### src/rtl/beh_reset_seq.sv
// beh_reset_seq: phased reset/start sequencer.
//
// Drives a packed vector of group enables through four phases:
// RST -> PRECAP -> CAP -> RUN. Each phase adds enables on top of the
// previous ones. Groups are packed from bit 0 in the order
// RESET, START, STEP, DELAY, CAPTURE, CUTSCAN, PASSTHRU, INJECT.
// Phases whose groups are all empty are skipped.
//
// Optional feature macro: BEH_RESET_SEQ_STEP_EN
//   When defined, STEP bits in RUN become one-cycle pulses, one per
//   step_req. When undefined, STEP bits follow START bits, and step_req
//   has no load.
module beh_reset_seq #(
  parameter int RESETS         = 1,
  parameter int STARTS         = 0,
  parameter int STEPS          = 0,
  parameter int DELAYS         = 0,
  parameter int CAPTURES       = 0,
  parameter int CUTSCANS       = 0,
  parameter int PASSTHRUS      = 0,
  parameter int INJECTS        = 0,
  parameter int RESET_CYCLES   = 10,
  parameter int CAPTURE_CYCLES = 10,
  parameter int START_CYCLES   = 10,
  localparam int SUM = RESETS + STARTS + STEPS + DELAYS + CAPTURES +
                       CUTSCANS + PASSTHRUS + INJECTS,
  localparam int N   = (SUM < 1) ? 1 : SUM
) (
  input  logic         clk,
  input  logic         reset_n,
  input  logic         restart,
  input  logic         dly,
  input  logic         step_req,
  output logic [N-1:0] seq_n,
  output logic         busy,
  output logic         done
);

  // Bit offset of each group inside seq_n.
  localparam int O_RST = 0;
  localparam int O_STA = O_RST + RESETS;
  localparam int O_STP = O_STA + STARTS;
  localparam int O_DLY = O_STP + STEPS;
  localparam int O_CAP = O_DLY + DELAYS;
  localparam int O_CUT = O_CAP + CAPTURES;
  localparam int O_PAS = O_CUT + CUTSCANS;
  localparam int O_INJ = O_PAS + PASSTHRUS;

  // Build a mask covering cnt bits starting at off.
  function automatic logic [N-1:0] grp_mask(input int off, input int cnt);
    logic [N-1:0] m;
    m = '0;
    for (int k = 0; k < N; k++) begin
      if ((k >= off) && (k < off + cnt)) m[k] = 1'b1;
    end
    return m;
  endfunction

  localparam logic [N-1:0] M_RST = grp_mask(O_RST, RESETS);
  localparam logic [N-1:0] M_STA = grp_mask(O_STA, STARTS);
  localparam logic [N-1:0] M_STP = grp_mask(O_STP, STEPS);
  localparam logic [N-1:0] M_DLY = grp_mask(O_DLY, DELAYS);
  localparam logic [N-1:0] M_CAP = grp_mask(O_CAP, CAPTURES);
  localparam logic [N-1:0] M_PAS = grp_mask(O_PAS, PASSTHRUS);
  // CUTSCAN and INJECT groups are held low in every phase; their masks
  // exist only to document where they live.
  localparam logic [N-1:0] M_CUT = grp_mask(O_CUT, CUTSCANS);
  localparam logic [N-1:0] M_INJ = grp_mask(O_INJ, INJECTS);
  localparam logic [N-1:0] M_LOW = M_CUT | M_INJ;

  // Phase skipping: PRECAP exists only if something follows it that
  // needs a held reset; CAP only if there is a capture group.
  localparam bit HAS_PRECAP = (STARTS + STEPS + CAPTURES) > 0;
  localparam bit HAS_CAP    = CAPTURES > 0;
  localparam bit HAS_RUNGRP = (STARTS + STEPS) > 0;

  // Counter sized to the longest phase.
  localparam int MAXD_A = (RESET_CYCLES > CAPTURE_CYCLES) ? RESET_CYCLES : CAPTURE_CYCLES;
  localparam int MAXD   = (MAXD_A > START_CYCLES) ? MAXD_A : START_CYCLES;
  localparam int CNT_W  = $clog2(MAXD + 1);

  // Last count value of each phase; CAP collapses to one cycle when no
  // START/STEP group waits on it.
  localparam logic [CNT_W-1:0] RST_LAST = CNT_W'(RESET_CYCLES - 1);
  localparam logic [CNT_W-1:0] PRE_LAST = CNT_W'(CAPTURE_CYCLES - 1);
  localparam logic [CNT_W-1:0] CAP_LAST = HAS_RUNGRP ? CNT_W'(START_CYCLES - 1) : '0;

  typedef enum logic [1:0] {
    S_RST    = 2'd0,
    S_PRECAP = 2'd1,
    S_CAP    = 2'd2,
    S_RUN    = 2'd3
  } state_t;

  state_t           state_q, state_d;
  logic [CNT_W-1:0] cnt_q, cnt_d;
  logic [N-1:0]     seq_q, seq_d;
  logic             busy_q;
  logic             done_q;
  logic             dly_hold_q;

  // Saturating increment so the duration counter can never wrap.
  function automatic logic [CNT_W-1:0] sat_inc(input logic [CNT_W-1:0] v);
    return (v == {CNT_W{1'b1}}) ? v : v + 1'b1;
  endfunction

  // Phase transitions and duration counting; restart overrides everything.
  always_comb begin
    state_d = state_q;
    cnt_d   = cnt_q;
    if (restart) begin
      state_d = S_RST;
      cnt_d   = '0;
    end else begin
      case (state_q)
        S_RST: begin
          if (cnt_q == RST_LAST) begin
            state_d = HAS_PRECAP ? S_PRECAP : S_RUN;
            cnt_d   = '0;
          end else begin
            cnt_d = sat_inc(cnt_q);
          end
        end
        S_PRECAP: begin
          if (cnt_q == PRE_LAST) begin
            state_d = HAS_CAP ? S_CAP : S_RUN;
            cnt_d   = '0;
          end else begin
            cnt_d = sat_inc(cnt_q);
          end
        end
        S_CAP: begin
          if (cnt_q == CAP_LAST) begin
            state_d = S_RUN;
            cnt_d   = '0;
          end else begin
            cnt_d = sat_inc(cnt_q);
          end
        end
        S_RUN: begin
          cnt_d = '0;
        end
        default: begin
          state_d = S_RST;
          cnt_d   = '0;
        end
      endcase
    end
  end

  logic en_rst;
  logic en_cap;
  logic en_run;
  logic dly_val;
  logic step_on;

  // Phase enables are cumulative: each later phase keeps the earlier ones.
  always_comb begin
    en_rst  = (state_q != S_RST);
    en_cap  = (state_q == S_CAP) || (state_q == S_RUN);
    en_run  = (state_q == S_RUN);
    // DELAY follows dly live until RUN, then freezes on the RST sample.
    dly_val = en_run ? dly_hold_q : dly;
`ifdef BEH_RESET_SEQ_STEP_EN
    step_on = en_run && step_req;
`else
    step_on = en_run;
`endif
  end

`ifndef BEH_RESET_SEQ_STEP_EN
  // Without the step feature the request input has no load.
  logic unused_step_req;
  assign unused_step_req = step_req;
`endif

  // Decode the current phase into the next registered enable vector.
  always_comb begin
    seq_d = M_PAS;
    if (en_rst)  seq_d = seq_d | M_RST;
    if (en_cap)  seq_d = seq_d | M_CAP;
    if (en_run)  seq_d = seq_d | M_STA;
    if (step_on) seq_d = seq_d | M_STP;
    seq_d = seq_d | (M_DLY & {N{dly_val}});
    seq_d = seq_d & ~M_LOW;
  end

  // State, counter and registered outputs; reset_n acts like a restart
  // that also forces the outputs to their quiescent values at once.
  always_ff @(posedge clk) begin
    if (!reset_n) begin
      state_q <= S_RST;
      cnt_q   <= '0;
      seq_q   <= M_PAS;
      busy_q  <= 1'b1;
      done_q  <= 1'b0;
    end else begin
      state_q <= state_d;
      cnt_q   <= cnt_d;
      seq_q   <= seq_d;
      busy_q  <= (state_q != S_RUN);
      done_q  <= (state_q == S_RUN) && busy_q;
    end
  end

  // Track dly while in RST so RUN can hold the last value seen there.
  always_ff @(posedge clk) begin
    if (reset_n && (state_q == S_RST)) begin
      dly_hold_q <= dly;
    end
  end

  assign seq_n = seq_q;
  assign busy  = busy_q;
  assign done  = done_q;

endmodule

### config.mk
export PLATFORM = sky130hd
export DESIGN_NAME = beh_reset_seq
export DESIGN_NICKNAME = d
export VERILOG_FILES = /design/src/rtl/beh_reset_seq.sv
export SDC_FILE = /design/constraint.sdc
export NUM_CORES = 1
export LEC_CHECK = 0
export ABC_CLOCK_PERIOD_IN_PS = 2700
export CAP_MARGIN = 20
export CORE_AREA = 2 2 39 41
export CTS_CLUSTER_SIZE = 40
export DETAILED_ROUTE_END_ITERATION = 12
export DIE_AREA = 0 0 41 43
export DONT_BUFFER_PORTS = 1
export SETUP_SLACK_MARGIN = 0.05
export SLEW_MARGIN = 5
export SYNTH_ARGS = -nofsm -noshare
export SYNTH_HDL_FRONTEND = slang
export SYNTH_SLANG_ARGS = --single-unit
### constraint.sdc
create_clock -name clk -period 2.7 [get_ports clk]
set_input_delay 0.54 -clock clk [delete_from_list [all_inputs] [get_ports clk]]
set_output_delay 0.54 -clock clk [all_outputs]
set_load 0.005 [all_outputs]
Yosys cells after proc, flatten, opt, wreduce, memory -nomap -nowiden
Cells that the tools add are included.
{"block": "op_classes", "add_sub_neg": 1, "eq_ne": 8, "n_mux": 8, "bitwise": 1, "n_reduce_logical": 8}
{"operator": "2-to-1 mux 4 bit", "n": 3}
{"operator": "one-hot mux 4 bit (3 select lines)", "n": 1}
{"operator": "== test 4 bit (second input constant)", "n": 2}
{"operator": "adder 4 x 1 -> 4 bit (second input constant)", "n": 1}
{"operator": "== test 2 bit (second input constant)", "n": 2}
{"operator": "zero test 4 bit", "n": 1}
{"operator": "2-to-1 mux 2 bit", "n": 2}
{"operator": "!= test 2 bit (second input constant)", "n": 2}
{"operator": "one-hot mux 2 bit (2 select lines)", "n": 1}
{"operator": "nonzero test 2 bit", "n": 2}
{"operator": "OR reduction 2 bit", "n": 2}
{"operator": "AND reduction 3 bit", "n": 1}
{"operator": "== test 2 x 1 -> 1 bit (second input constant)", "n": 1}
{"operator": "zero test 2 bit", "n": 1}
{"operator": "!= test 2 x 1 -> 1 bit (second input constant)", "n": 1}
{"operator": "logical AND 1 bit", "n": 1}
{"operator": "2-to-1 mux 1 bit", "n": 1}
{"operator": "inverter 1 bit", "n": 1}
{"block": "totals", "register_bits": 9, "in_bits": 5}

Depth between registers and ports, before layout
{"block": "depth", "depth_word": 4, "depth_mapped": 4}

Worst setup path before layout
No wires, ideal clock.
{"block": "synth_path", "path_kind": "input port to flip-flop", "from": "input port restart", "to": "register cnt_q[3]", "setup_ns": 0.080, "t_arrival_ns": 1.179, "setup_slack_ns": 1.441, "cell_stages": 3, "path_buffers": 0, "path_cell_list": "nand2b_1 -> a311oi_4 -> nor3b_1"}
{"block": "synth_between", "elab_chain_len": 1}
{"item": "start: declaration", "line_no": "31", "text": "input logic restart,"}
{"item": "OR reduction 2 bit (no line)"}
{"item": "end signal: assignment", "line_no": "199", "text": "cnt_q <= cnt_d;"}
{"item": "end: declaration", "line_no": "96", "text": "logic [CNT_W-1:0] cnt_q, cnt_d;"}
Every way passes these cells.
A chain may end at the register's enable or synchronous reset.

Worst setup path in the final report
{"block": "layout_path", "from": "register cnt_q[1]", "to": "register cnt_q[3]"}
{"block": "layout_between", "elab_chain_len": 4, "word_cells_on_any_way": 8}
{"item": "adder 4 x 1 -> 4 bit / == test 4 bit (equally long branches)", "line_no": "104", "text": "return (v == {CNT_W{1'b1}}) ? v : v + 1'b1;"}
{"item": "2-to-1 mux 4 bit", "line_no": "104"}
{"item": "2-to-1 mux 4 bit, on equally long branches", "line_no": "133, 117, 125"}
{"item": "one-hot mux 4 bit (3 select lines) *", "line_no": "115", "text": "case (state_q)"}
Mark *: on every way between the ends. The rest lies on a longest branch, timed or not.

==> impl_metrics.toml <==
[floorplan]
io_pins = 8
start_util = 0.238
die_x_um = 41
die_area_mm2 = 0.00176
rows = 14
die_h_um = 43
fp.coreArea_mm2 = 0.00138

[pwr]
ir_drop_mv = 0.256
p_per_area_mw_per_mm2 = 600
leakagePower_nw = 0.149

[timing]
grt_setup_unrepaired = "false"
setup_viol = 0
hold-worst-slack_ns = 0.450
maxSlewHeadroom = 0.791
fin_crit_sh = 0.499
worst_slack_ns = 1.35
tightestPinTransition_ns = 0.313
finClkSkew_ns = 0.0110
fin_crit_ns = 1.35
drv_slew = 0
hold_violations = 0
finalSetupTns_ns = 0
max_freq_mhz = 743

[synthesis]
synth_cell_type_count = 16
synth_warnings = 0
syn_nets = 37
syn_avg_cell_area_um2 = 11.0
syn_inst = 30
seq_area_frac_synth = 0.487
syn-cell-area_um2 = 329
ys_ff_latch = 8

[finish]
antenna_cells = 0
stdcell_area_um2 = 372
syn2layout_area_growth_pct = 12.9
fillers = 149
seq_area_um2 = 160
drive_above_1_share = 0.182
multi_input_area_um2 = 158
final_nets = 42

[global_routing]
grt_pass1_wl_um = 910
grt_remaining_overflow = 0
grt_pass1_vias = 226
antenna_found_initial = 0
grt_max_degree = 7
track_usage = 0.0844

[routing]
wl_per_cell_um = 10.7
antenna_left = 0
routed_via_density = 4.80
drtPass1Iterations = 4
vias = 235
first_iter_violations = 10
drt-total-wl_um = 526
drc = 0

[clock_tree]
clk_path_buf_depth = 2
clockRootBuffer = "clkbuf_4"
cts_tree = "built"
cts.clk_slew.worst_paths_ns = 0.06
clk_latency_ns = 0.26
clock_sinks = 8
cts_hold_buffers = 0
h-tree-depth = 1
cts.repair.resized = 0
postCtsSetupRepairBufs = 0
cts_made_buffers = 3

[min_path]
holdCritPathClass = "in2reg"
hold_path_depth = 1
holdPathEnd = "done"
hp-start = "reset_n"

[setup_path]
worstSetupStartpointType = "register"
crit_path_end_kind = "register"
r2r-start = "cnt_q[1]"
r2r_setup_slack_ns = 1.35
r2r_cells = 4
required_ns = 2.89
path_class = "reg2reg"
arrival_ns = 1.53
worst-path-max-fanout = 5
rr_endpoint = "cnt_q[3]"

[place]
routabilityCongestion = 0.737
io_buffers = 0
dpl.hpwl_um = 357
placed_cell_area_um2 = 349
place_ws_ns = 1.34

[job]
max-cap-violations = 0

[status]
status = "finished clean"
## routing by layer
| metal | vias up | part of all wire | GRT usage |
|---|---|---|---|
| met2 | 12 | 0.42 | 0.103 |
| met4 | 0 | 0.027 | 0.0400 |
| met1 | 108 | 0.42 | 0.0871 |
| met5 | - | 0 | 0 |
| li1 | 111 | - | - |
| met3 | 4 | 0.12 | 0.0942 |
## state kept, by name, indices dropped and copies added, names as in the netlist
register / flops
busy: 1
done: 1
state_q: 1
cnt_q: 4
seq_n: 1
## critical path: stages, from the launching register on
cell	delay [ns]
dfxtp_1	0.40
inv_1	0.06
ha_1	0.22
a311oi_4	0.38
nor3b_1	0.21
## per-stage QoR
stage / cells / util / total power [mW]
after floorplan: 30 / - / 0.131
after global placement: 46 / 0.252 / 0.132
after detailed placement: 46 / 0.252 / 0.133
after CTS: 49 / 0.269 / 0.227
after global routing: 49 / 0.269 / 0.233
final: 49 / 0.269 / 0.223
## cell usage after synthesis
master / number / share of area
a311oi_4: 1 / 0.080
inv_2: 2 / 0.023
and2_1: 2 / 0.038
o211a_1: 2 / 0.061
a31oi_1: 2 / 0.038
xor2_1: 1 / 0.027
nand3_1: 2 / 0.030
nor2_1: 1 / 0.011
nand2_1: 1 / 0.011
nand2b_1: 1 / 0.019
ha_1: 2 / 0.076
nor3b_1: 2 / 0.046
and3_1: 1 / 0.019
nand3b_1: 1 / 0.023
inv_1: 1 / 0.011
dfxtp_1: 8 / 0.49
## layout by cell type, fill, tap and decap left out
| cell | n |
|---|---|
| dfxtp_1 | 8 |
| clkbuf_4 | 3 |
| inv_2 | 2 |
| o211a_1 | 2 |
| and2_1 | 2 |
| nand3_1 | 2 |
| nor3b_1 | 2 |
| a31oi_1 | 2 |
| ha_1 | 2 |
| inv_1 | 1 |
| nand2b_1 | 1 |
| a311oi_4 | 1 |
| nand3b_1 | 1 |
| and3_1 | 1 |
| nand2_1 | 1 |
| xor2_1 | 1 |
| nor2_1 | 1 |
## power by group
part	total (mW)	internal [mW]	switching, mW
sequential	0.122	0.120	0.00215
combinational	0.00823	0.00425	0.00398
clock	0.0929	0.0510	0.0420
## worst max path at each step
stage | start | end | slack, ns | cells past startpoint
floorplan | restart | cnt_q[3] | 1.44 | 3
global placement | restart | cnt_q[3] | 1.36 | 3
detailed placement | restart | cnt_q[3] | 1.34 | 3
CTS | cnt_q[1] | cnt_q[3] | 1.34 | 4
global route | cnt_q[1] | cnt_q[3] | 1.26 | 4
finish | cnt_q[1] | cnt_q[3] | 1.35 | 4
## cell type report
type | count | area share
well taps | 16 | 0.0539
inverters | 3 | 0.0303
multi-input cells | 19 | 0.424
flip-flops and latches | 8 | 0.431
clock buffers | 3 | 0.0606
## cells by family (layout without fill, tap and decap cells)
logic type | count (synthesis) | in the layout | synth area share
compound gates | 5 | 5 | 0.179
xor+xnor | 1 | 1 | 0.0266
fa+ha+maj | 2 | 2 | 0.0760
buf+inv | 3 | 6 | 0.0342
flops | 8 | 8 | 0.487
simple gates | 11 | 11 | 0.198
No activity file was read; power rests on OpenSTA's default activity.
